===== config.mk =====
export PLATFORM = sky130hd
export DESIGN_NAME = instr_imm_decoder_flat
export DESIGN_NICKNAME = d
export VERILOG_FILES = /design/src/rtl/instr_imm_decoder.sv /design/src/rtl/instr_imm_decoder_if.sv /design/src/flat_wrapper.sv
export SDC_FILE = /design/constraint.sdc
export NUM_CORES = 1
export LEC_CHECK = 0
export CORE_MARGIN = 10
export CORE_UTILIZATION = 55
export CTS_CLUSTER_SIZE = 8
export DETAILED_ROUTE_END_ITERATION = 16
export PLACE_DENSITY_LB_ADDON = 0.2
export SYNTH_ARGS = -nofsm -noshare
export SYNTH_HDL_FRONTEND = slang
export SYNTH_SLANG_ARGS = --single-unit

===== constraint.sdc =====
create_clock -name clk -period 4.24 [get_ports clk]
set_input_delay 0.424 -clock clk [delete_from_list [all_inputs] [get_ports clk]]
set_output_delay 0.424 -clock clk [all_outputs]
set_load 0.03 [all_outputs]

===== src/rtl/instr_imm_decoder.sv =====
// instr_imm_decoder: decodes RV32I fetch words into cuop/rd/rs1/rs2/packed imm behind a 1-2 entry skid buffer.
// Optional feature: define DEC_ILLEGAL_CHECK_EN to flag unknown encodings on out_illegal.
package cpu_types_pkg;
  typedef enum logic [5:0] {
    CU_NOP, CU_LUI, CU_AUIPC, CU_JAL, CU_JALR,
    CU_BEQ, CU_BNE, CU_BLT, CU_BGE, CU_BLTU, CU_BGEU,
    CU_LB, CU_LH, CU_LW, CU_LBU, CU_LHU,
    CU_SB, CU_SH, CU_SW,
    CU_ADDI, CU_SLTI, CU_SLTIU, CU_XORI, CU_ORI, CU_ANDI, CU_SLLI, CU_SRLI, CU_SRAI,
    CU_ADD, CU_SUB, CU_SLL, CU_SLT, CU_SLTU, CU_XOR, CU_SRL, CU_SRA, CU_OR, CU_AND
  } cuop_t;
endpackage

module instr_imm_decoder #(
  parameter int IMM_W = 20,
  parameter int DEPTH = 2
) (
  input logic               clk,
  input logic               nRst,
  instr_imm_decoder_if.slave bus
);
  import cpu_types_pkg::*;

  typedef struct packed {
    cuop_t            cuop;
    logic [IMM_W-1:0] imm;
    logic [4:0]       rd;
    logic [4:0]       rs1;
    logic [4:0]       rs2;
    logic             ill;
  } ent_t;

  typedef enum logic [1:0] {EMPTY, PART, FULL} state_t;

  function automatic ent_t decode(input logic [31:0] i);
    logic [2:0]  f3;
    logic [6:0]  f7;
    logic [19:0] imm;
    logic        rd_en, rs1_en, rs2_en;
    cuop_t       cu;
    ent_t        e;
    f3 = i[14:12];
    f7 = i[31:25];
    cu = CU_NOP;
    imm = '0;
    {rd_en, rs1_en, rs2_en} = 3'b000;
    case (i[6:0])
      7'h37: begin cu = CU_LUI;   imm = i[31:12]; rd_en = 1'b1; end
      7'h17: begin cu = CU_AUIPC; imm = i[31:12]; rd_en = 1'b1; end
      7'h6F: begin cu = CU_JAL;   imm = {i[31], i[19:12], i[20], i[30:21]}; rd_en = 1'b1; end
      7'h67: begin
        cu = f3 == 3'd0 ? CU_JALR : CU_NOP;
        imm = {8'b0, i[31:20]};
        {rd_en, rs1_en} = 2'b11;
      end
      7'h03: begin
        case (f3)
          3'd0: cu = CU_LB;
          3'd1: cu = CU_LH;
          3'd2: cu = CU_LW;
          3'd4: cu = CU_LBU;
          3'd5: cu = CU_LHU;
          default: ;
        endcase
        imm = {8'b0, i[31:20]};
        {rd_en, rs1_en} = 2'b11;
      end
      7'h23: begin
        case (f3)
          3'd0: cu = CU_SB;
          3'd1: cu = CU_SH;
          3'd2: cu = CU_SW;
          default: ;
        endcase
        imm = {8'b0, i[31:25], i[11:7]};
        {rs1_en, rs2_en} = 2'b11;
      end
      7'h63: begin
        case (f3)
          3'd0: cu = CU_BEQ;
          3'd1: cu = CU_BNE;
          3'd4: cu = CU_BLT;
          3'd5: cu = CU_BGE;
          3'd6: cu = CU_BLTU;
          3'd7: cu = CU_BGEU;
          default: ;
        endcase
        imm = {8'b0, i[31], i[7], i[30:25], i[11:8]};
        {rs1_en, rs2_en} = 2'b11;
      end
      7'h13: begin
        case (f3)
          3'd0: cu = CU_ADDI;
          3'd1: cu = f7 == 7'h00 ? CU_SLLI : CU_NOP;
          3'd2: cu = CU_SLTI;
          3'd3: cu = CU_SLTIU;
          3'd4: cu = CU_XORI;
          3'd5: cu = f7 == 7'h00 ? CU_SRLI : f7 == 7'h20 ? CU_SRAI : CU_NOP;
          3'd6: cu = CU_ORI;
          default: cu = CU_ANDI;
        endcase
        imm = {8'b0, i[31:20]};
        {rd_en, rs1_en} = 2'b11;
      end
      7'h33: begin
        // only funct7 0x00/0x20 are RV32I; 0x20 selects SUB/SRA
        case (f3)
          3'd0: cu = f7 == 7'h00 ? CU_ADD : f7 == 7'h20 ? CU_SUB : CU_NOP;
          3'd1: cu = f7 == 7'h00 ? CU_SLL : CU_NOP;
          3'd2: cu = f7 == 7'h00 ? CU_SLT : CU_NOP;
          3'd3: cu = f7 == 7'h00 ? CU_SLTU : CU_NOP;
          3'd4: cu = f7 == 7'h00 ? CU_XOR : CU_NOP;
          3'd5: cu = f7 == 7'h00 ? CU_SRL : f7 == 7'h20 ? CU_SRA : CU_NOP;
          3'd6: cu = f7 == 7'h00 ? CU_OR : CU_NOP;
          default: cu = f7 == 7'h00 ? CU_AND : CU_NOP;
        endcase
        {rd_en, rs1_en, rs2_en} = 3'b111;
      end
      default: ;
    endcase
    e.cuop = cu;
    e.imm  = cu == CU_NOP ? '0 : IMM_W'(imm);
    e.rd   = cu != CU_NOP && rd_en  ? i[11:7]  : 5'd0;
    e.rs1  = cu != CU_NOP && rs1_en ? i[19:15] : 5'd0;
    e.rs2  = cu != CU_NOP && rs2_en ? i[24:20] : 5'd0;
`ifdef DEC_ILLEGAL_CHECK_EN
    e.ill  = cu == CU_NOP;
`else
    e.ill  = 1'b0;
`endif
    return e;
  endfunction

  state_t state_q, state_d;
  ent_t   head_q, head_d, skid_q, skid_d, dec_w;
  logic   in_ready_q, in_ready_d, out_valid_q, out_valid_d;
  logic   acc, drn;

  assign dec_w = decode(bus.in_instr);

  always_comb begin
    acc = bus.in_valid & in_ready_q & ~bus.flush;
    drn = out_valid_q & bus.out_ready;
    head_d = acc && (state_q == EMPTY || drn) ? dec_w : drn ? skid_q : head_q;
    skid_d = acc && !drn && state_q == PART ? dec_w : skid_q;
    state_d = bus.flush ? EMPTY :
              state_q == EMPTY ? (acc ? (DEPTH == 1 ? FULL : PART) : EMPTY) :
              state_q == PART  ? (acc && !drn ? FULL : drn && !acc ? EMPTY : PART) :
              state_q == FULL  ? (drn ? (DEPTH == 1 ? EMPTY : PART) : FULL) : EMPTY;
    in_ready_d  = state_d != FULL;
    out_valid_d = state_d != EMPTY;
  end

  always_ff @(posedge clk or negedge nRst) begin
    if (!nRst) begin
      state_q     <= EMPTY;
      head_q      <= '0;
      skid_q      <= '0;
      in_ready_q  <= 1'b1;
      out_valid_q <= 1'b0;
    end else begin
      state_q     <= state_d;
      head_q      <= head_d;
      skid_q      <= skid_d;
      in_ready_q  <= in_ready_d;
      out_valid_q <= out_valid_d;
    end
  end

  assign bus.in_ready    = in_ready_q;
  assign bus.out_valid   = out_valid_q;
  assign bus.out_cuop    = head_q.cuop;
  assign bus.out_imm     = head_q.imm;
  assign bus.out_rd      = head_q.rd;
  assign bus.out_rs1     = head_q.rs1;
  assign bus.out_rs2     = head_q.rs2;
  assign bus.out_illegal = head_q.ill;
endmodule


===== src/rtl/instr_imm_decoder_if.sv =====
// instr_imm_decoder_if: fetch-side and decode-side valid/ready bundle for instr_imm_decoder.
// out_cuop carries a cpu_types_pkg::cuop_t value as a plain 6-bit vector.
interface instr_imm_decoder_if #(parameter int IMM_W = 20);
  logic             in_valid;
  logic [31:0]      in_instr;
  logic             in_ready;
  logic             flush;
  logic             out_valid;
  logic             out_ready;
  logic [5:0]       out_cuop;
  logic [IMM_W-1:0] out_imm;
  logic [4:0]       out_rd;
  logic [4:0]       out_rs1;
  logic [4:0]       out_rs2;
  logic             out_illegal;
  modport master (
    output in_valid, in_instr, flush, out_ready,
    input  in_ready, out_valid, out_cuop, out_imm, out_rd, out_rs1, out_rs2, out_illegal
  );
  modport slave (
    input  in_valid, in_instr, flush, out_ready,
    output in_ready, out_valid, out_cuop, out_imm, out_rd, out_rs1, out_rs2, out_illegal
  );
endinterface


===== src/flat_wrapper.sv =====
// flat-port wrapper written by rule: the top's interface ports become plain ports
module instr_imm_decoder_flat import cpu_types_pkg::*;
#(
  parameter int IMM_W = 20,
  parameter int DEPTH = 2
)
  (clk, nRst, bus_in_valid, bus_in_instr, bus_flush, bus_out_ready, bus_in_ready, bus_out_valid, bus_out_cuop, bus_out_imm, bus_out_rd, bus_out_rs1, bus_out_rs2, bus_out_illegal);
  instr_imm_decoder_if #(.IMM_W(IMM_W)) bus_i ();
  input logic clk;
  input logic nRst;
  input wire logic [$bits(bus_i.in_valid)-1:0] bus_in_valid;
  input wire logic [$bits(bus_i.in_instr)-1:0] bus_in_instr;
  input wire logic [$bits(bus_i.flush)-1:0] bus_flush;
  input wire logic [$bits(bus_i.out_ready)-1:0] bus_out_ready;
  output wire logic [$bits(bus_i.in_ready)-1:0] bus_in_ready;
  output wire logic [$bits(bus_i.out_valid)-1:0] bus_out_valid;
  output wire logic [$bits(bus_i.out_cuop)-1:0] bus_out_cuop;
  output wire logic [$bits(bus_i.out_imm)-1:0] bus_out_imm;
  output wire logic [$bits(bus_i.out_rd)-1:0] bus_out_rd;
  output wire logic [$bits(bus_i.out_rs1)-1:0] bus_out_rs1;
  output wire logic [$bits(bus_i.out_rs2)-1:0] bus_out_rs2;
  output wire logic [$bits(bus_i.out_illegal)-1:0] bus_out_illegal;
  assign bus_i.in_valid = bus_in_valid;
  assign bus_i.in_instr = bus_in_instr;
  assign bus_i.flush = bus_flush;
  assign bus_i.out_ready = bus_out_ready;
  assign bus_in_ready = bus_i.in_ready;
  assign bus_out_valid = bus_i.out_valid;
  assign bus_out_cuop = bus_i.out_cuop;
  assign bus_out_imm = bus_i.out_imm;
  assign bus_out_rd = bus_i.out_rd;
  assign bus_out_rs1 = bus_i.out_rs1;
  assign bus_out_rs2 = bus_i.out_rs2;
  assign bus_out_illegal = bus_i.out_illegal;
  instr_imm_decoder #(.IMM_W(IMM_W), .DEPTH(DEPTH)) u_core (.clk(clk), .nRst(nRst), .bus(bus_i));
endmodule

==> results of run 1 <==
layout make-up:
cell class | count | area, sq um | share of cell area, %
clock buffer | 10 | 137.6 | 2.458
multi-input combinational | 364 | 2245 | 40.08
clock inverter | 6 | 77.57 | 1.385
inverter | 4 | 15.01 | 0.2681
timing repair buffer | 86 | 840.8 | 15.01
tap | 105 | 131.4 | 2.346
sequential | 86 | 2153 | 38.45
worst paths after layout:
kind                                           startpoint                            endpoint  depth (start not counted)
min                                                  nRst       u_core.skid_q[16]$_DFFE_PN0P_                          1
min reg2reg                  u_core.skid_q[8]$_DFFE_PN0P_        u_core.skid_q[8]$_DFFE_PN0P_                          2
max in group asynchronous                            nRst  u_core.bus.out_imm[19]$_DFFE_PN0P_                          1
max reg2reg                u_core.bus.out_valid$_DFF_PN0_       u_core.skid_q[25]$_DFFE_PN0P_                          7
min in group clk             u_core.skid_q[8]$_DFFE_PN0P_        u_core.skid_q[8]$_DFFE_PN0P_                          2
max                                      bus_in_instr[14]   u_core.bus.out_rs2[0]$_DFFE_PN0P_                         10
sequential cells by signal, indices dropped and copies added, names as in the netlist:
name                  count
u_core.bus.out_rs1        5
u_core.bus.out_rs2        5
u_core.bus.out_rd         5
u_core.bus.in_ready       1
u_core.bus.out_imm       20
u_core.bus.out_cuop       6
u_core.skid_q            41
u_core.state_q            2
u_core.bus.out_valid      1
cell usage in the layout (no fill, tap or decap), types with 3 or more instances in the layout:
master	count
or2_2	3
nor3_1	6
buf_4	8
a21oi_1	22
a211oi_1	9
nor2_1	18
nand2b_1	6
clkbuf_8	10
nand4_1	3
o21ai_0	51
o31ai_2	4
clkdlybuf4s50_1	78
nand3_1	27
and3_1	9
nand2_1	75
a222oi_1	11
o21ai_1	5
dfrtp_1	85
inv_1	4
o31ai_1	20
a22oi_1	42
nor2b_1	4
nor3_2	3
through the flow:
step / setup slack, ns / cells / area (sq um)
after CTS: 1.173 / 661 / 5600
after detailed placement: 0.8059 / 645 / 5385
after floorplan: 1.978 / 496 / 4591
final: 1.146 / 661 / 5600
after global routing: 0.9466 / 661 / 5600
after global placement: 0.8664 / 645 / 5385
power groups by stage:
stage	clock (uW)	sequential, uW	combinational (uW)
after floorplan	0	903	123
after global placement	0	874	284
after detailed placement	0	874	289
after CTS	623	859	289
after global routing	662	862	314
final	611	859	290
metal layers:
metal  vias up  part of all wire (%)  track usage (%)
met5         -                     0                0
met4         0                   1.5            5.227
li1       1965                     -                -
met2       178                    49            33.69
met1      2012                    42            26.60
met3        18                   8.2            5.153
kinds of logic after synthesis:
group / share of synthesized area (%)
and+or+nand+nor: 20.03
AOI/OAI and AO/OA: 27.56
other: 0.08169
DFF: 46.91
adders and majority gates: 0.4906
muxes: 0.2181
xor gates and xnor gates: 0.3816
buffers and inverters: 4.334
critical path, stage by stage:
cell and delay, ns:
clkdlybuf4s50_1 0.58, buf_4 0.28, or3_1 0.37, nand4_1 0.12, o41ai_1 0.11, nor3_2 0.24, nand4_2 0.29, nor3_4 0.18
buf_4 0.48, o21ai_0 0.19
==> results.json, run 1 <==
{
  "synthArstFlopShare_pct": 100.0,
  "die_h_um": 111.4,
  "io_pins": 81,
  "hp-class": "in -> async",
  "grt_first_pass_wirelength_um": 21480,
  "fin_skew_ns": 0.01092,
  "clk_pin_slew_ns": 0.09,
  "cts_resized": 0,
  "critical_path_class": "in -> reg",
  "area_delta_synth_final_pct": 22.00,
  "h-tree-depth": 3,
  "first_iter_violations": 454,
  "slew_headroom_pct": 26.20,
  "hold_viol": 0,
  "ys.flop_type": "dfrtp_1",
  "antennaDiodeCount": 0,
  "drtPass1Iterations": 5,
  "max_freq_ghz": 0.3232,
  "avgSynthCellArea_sq_um": 9.255,
  "clk_latency_ns": 0.35,
  "ys_ff_latch": 86,
  "place_congestion": 0.8850,
  "dpl.hpwl_um": 9344,
  "dieArea_sq_mm": 0.01240,
  "globalRoute.totalOverflow": 0,
  "syn-cell-area_sq_mm": 0.004591,
  "grt_util_all_layers_pct": 20.58,
  "postCtsHoldBufs": 0,
  "clock-sinks": 86,
  "drt_wl_total_um": 13140,
  "nets": 589,
  "grt_max_degree": 87,
  "root_buffer": "clkbuf_8",
  "post-route-period-util_pct": 72.98,
  "drive_gt1_share_pct": 8.813,
  "worst_ep_arrival_time_ns": 3.30,
  "ir_drop_uv": 187.5,
  "grt_antenna_before_repair": 0,
  "setup_viol": 0,
  "yosys_warnings": 0,
  "seq_area_frac_synth_pct": 46.91,
  "crit_fanout": 49,
  "synth.top_cell.area_share_pct": 46.33,
  "synth_most_common_cell": "dfrtp_1",
  "maxSlewViolCount": 0,
  "p_comb_share_pct": 16.5,
  "postSynthNetCount": 534,
  "die_x_um": 111.4,
  "hold-worst-slack_ns": 0.2517,
  "max_cap_violations": 0,
  "io_buffers": 79,
  "synth_edf_count": 0,
  "share_seq_of_total_power_pct": 48.8,
  "post_cts.repair.setup_buffers": 0,
  "wire_per_inst_um": 19.87,
  "coreArea_sq_mm": 0.008175,
  "ys_types": 65,
  "rsz0062_at_grt": "false",
  "fill_cells": 666,
  "numCtsBuffers": 9,
  "drc_errors": 0,
  "start_util_pct": 56.15,
  "tightest_slew_ns": 1.103,
  "r2r_setup_slack_ns": 1.76,
  "cts_tree": "yes",
  "viasPerCell": 6.313,
  "vias": 4173,
  "synth_area_leaders": "dfrtp_1 46%, a22oi_1 6.9%, nand2_1 6.1%",
  "p_switching_uw": 519.9,
  "ant_nets": 0,
  "crit_required_ns": 4.45,
  "intPower_uw": 1240,
  "num_rows": 33,
  "cts_max_path_buffers": 2,
  "clock_power_share_pct": 34.7,
  "start_kind": "input pin",
  "grt_pass1_vias": 4069,
  "synth_top_area_cell": "dfrtp_1",
  "synthCells": 496,
  "power_density_mw_per_mm2": 314.2,
  "fin_crit_ns": 3.094,
  "totalPowerFinal_uw": 1760,
  "tns_ns": 0,
  "swShare_pct": 29.54,
  "synth_commonest_cells": "85 x dfrtp_1, 75 x nand2_1, 51 x o21ai_0",
  "crit_path_end_kind": "flip-flop",
  "final_util_pct": 68.50,
  "p_leak_uw": 0.002226,
  "outcome": "finished clean"
}
No activity file was read; power rests on OpenSTA's default activity.
==> run 2: changes to the inputs <==
--- a/config.mk
+++ b/config.mk
@@ -6,7 +6,7 @@
 export NUM_CORES = 1
 export LEC_CHECK = 0
 export CORE_MARGIN = 10
-export CORE_UTILIZATION = 55
+export CORE_UTILIZATION = 48
 export CTS_CLUSTER_SIZE = 8
 export DETAILED_ROUTE_END_ITERATION = 16
 export PLACE_DENSITY_LB_ADDON = 0.2
==> constraint.sdc (replaced) <==
create_clock -name clk -period 2.7 [get_ports clk]
set_input_delay 0.27 -clock clk [delete_from_list [all_inputs] [get_ports clk]]
set_output_delay 0.27 -clock clk [all_outputs]
set_load 0.03 [all_outputs]
==> run 2 against run 1 <==
Critical path depth is 1 lower. Die area is 12% higher. First-iteration DRC count is 11% lower. Critical endpoint is now u_core.skid_q[23]$_DFFE_PN0P_. Setup slack worse by 0.80 ns. Highest routed layer unchanged. Core utilization is 3.8 points lower. Clock power is 44% higher. Flip-flop and latch count stayed put. Routed wire length is 4.5% higher. Final cell count is 11% higher. Clock skew is 0.00065 ns higher. Cell area is 7.3% higher. Largest cell class unchanged.
==> results.json, run 2 (same netlist as run 1, synthesis figures left out) <==
{
  "num_rows": 35,
  "wire_per_inst_um": 18.76,
  "tightest_slew_ns": 0.5936,
  "start_util_pct": 49.45,
  "max_cap_violations": 0,
  "fin_skew_ns": 0.01157,
  "grt_util_all_layers_pct": 19.11,
  "clock-sinks": 86,
  "final_common_cell": "dfrtp_1",
  "cts_max_path_buffers": 2,
  "p_leak_uw": 0.002460,
  "drive_gt1_share_pct": 15.75,
  "io_pins": 81,
  "grt_max_degree": 56,
  "path_cells": "clkdlybuf4s50_1, nand3b_4, or4_4, nor4_4, nor2_1, nand4_2, nor3_4, buf_12, o31ai_1",
  "tns_ns": 0,
  "die_x_um": 117.8,
  "start_kind": "input pin",
  "slowest_stage": "clkdlybuf4s50_1",
  "place_congestion": 0.9237,
  "cpPeakStageDelay_ns": 0.56,
  "cts_tree": "yes",
  "drc_errors": 0,
  "crit_path_end_kind": "flip-flop",
  "dieArea_sq_mm": 0.01388,
  "grt_pass1_vias": 4163,
  "post_cts.repair.setup_buffers": 0,
  "drtPass1Iterations": 5,
  "fin_crit_ns": 2.356,
  "postCtsHoldBufs": 1,
  "post-route-period-util_pct": 87.27,
  "layout_setup_ws_ns": 0.3436,
  "hold_viol": 0,
  "slew_headroom_pct": 60.42,
  "max_freq_ghz": 0.4244,
  "largest_reg_flops": 41,
  "numCtsBuffers": 9,
  "pre_cts_ws_ns": -0.02230,
  "setup_viol": 0,
  "outcome": "finished clean",
  "die_h_um": 117.8,
  "coreArea_sq_mm": 0.009284,
  "regMostFlops": "u_core.skid_q",
  "power_density_mw_per_mm2": 455.5,
  "grt_antenna_before_repair": 0,
  "drt_wl_total_um": 13730,
  "io_buffers": 79,
  "globalRoute.totalOverflow": 0,
  "hp-class": "in -> async",
  "hold-worst-slack_ns": 0.4527,
  "grt_first_pass_wirelength_um": 22360,
  "ant_nets": 0,
  "crit_required_ns": 2.94,
  "nets": 636,
  "clk_latency_ns": 0.35,
  "final_cell_mix": "85 x dfrtp_1, 78 x clkdlybuf4s50_1, 75 x nand2_1, 51 x o21ai_0, 50 x buf_4",
  "viasPerCell": 5.934,
  "maxSlewViolCount": 0,
  "fill_cells": 799,
  "vias": 4344,
  "h-tree-depth": 3,
  "area_delta_synth_final_pct": 30.93,
  "first_iter_violations": 403,
  "antennaDiodeCount": 0,
  "ir_drop_uv": 300.3,
  "clk_pin_slew_ns": 0.09,
  "crit_fanout": 26,
  "rsz0062_at_grt": "false",
  "cts_resized": 0,
  "critical_path_class": "in -> reg",
  "dpl.hpwl_um": 10170,
  "worst_ep_arrival_time_ns": 2.60,
  "root_buffer": "clkbuf_8"
}
## run 2: critical path, delay by kind of cell
kind                   cells  cell delay (ns)
buffers and inverters      2             0.72
and+or+nand+nor            6             1.32
AOI/OAI and AO/OA          1             0.28
## run 2: area by class of cell
type | instances | area, sq um | area share [%]
clock inverter | 6 | 52.55 | 0.8743
inverter | 4 | 15.01 | 0.2498
timing repair buffer | 133 | 1246 | 20.73
multi-input combinational | 364 | 2245 | 37.34
tap | 129 | 161.4 | 2.685
clock buffer | 10 | 137.6 | 2.290
sequential | 86 | 2153 | 35.82
## run 2: per-stage QoR
stage               cell area, sq um  utilization, %  power (uW)  std cells
CTS                             6011           64.74        2758        732
global placement                5811           62.59        1880        715
global route                    6011           64.74        2855        732
detailed placement              5811           62.59        1883        715
finish                          6011           64.74        2738        732
floorplan                       4591               -        1612        496
## run 2: final timing paths
path	slack, ns	cells after the start	end	start
max	0.34	9	u_core.skid_q[23]$_DFFE_PN0P_	bus_in_instr[1]
min	0.45	2	u_core.skid_q[4]$_DFFE_PN0P_	nRst
max reg2reg	0.50	7	u_core.skid_q[23]$_DFFE_PN0P_	u_core.bus.in_ready$_DFF_PN1_
min reg2reg	0.47	2	u_core.skid_q[8]$_DFFE_PN0P_	u_core.skid_q[8]$_DFFE_PN0P_
max in group asynchronous	1.47	3	u_core.bus.in_ready$_DFF_PN1_	nRst
min in group clk	0.47	2	u_core.skid_q[8]$_DFFE_PN0P_	u_core.skid_q[8]$_DFFE_PN0P_
## run 2: power breakdown
part | internal [uW] | switching [uW] | leakage (uW) | total (uW)
registers | 1320 | 25.5 | 0.00119 | 1350
clock network | 374 | 502 | 0.0000914 | 877
logic | 198 | 315 | 0.00118 | 513
total | 1900 | 843 | 0.00246 | 2740
## run 2: per-layer routing
layer,part of all wire (%),vias to the layer above,track usage [%]
met5,0,-,0
met4,1.9,0,5.564
met3,6.2,21,3.645
met2,47,179,30.24
met1,45,2087,25.87
li1,-,2057,-
==> run 3: changes to the inputs <==
--- a/config.mk
+++ b/config.mk
@@ -7,9 +7,11 @@
 export LEC_CHECK = 0
 export CORE_MARGIN = 10
 export CORE_UTILIZATION = 48
+export CTS_CLUSTER_DIAMETER = 100
 export CTS_CLUSTER_SIZE = 8
 export DETAILED_ROUTE_END_ITERATION = 16
 export PLACE_DENSITY_LB_ADDON = 0.2
+export SLEW_MARGIN = 5
 export SYNTH_ARGS = -nofsm -noshare
 export SYNTH_HDL_FRONTEND = slang
 export SYNTH_SLANG_ARGS = --single-unit
==> results of run 3 <==
The final DEF is identical to that of run 2; final timing and power are the same.
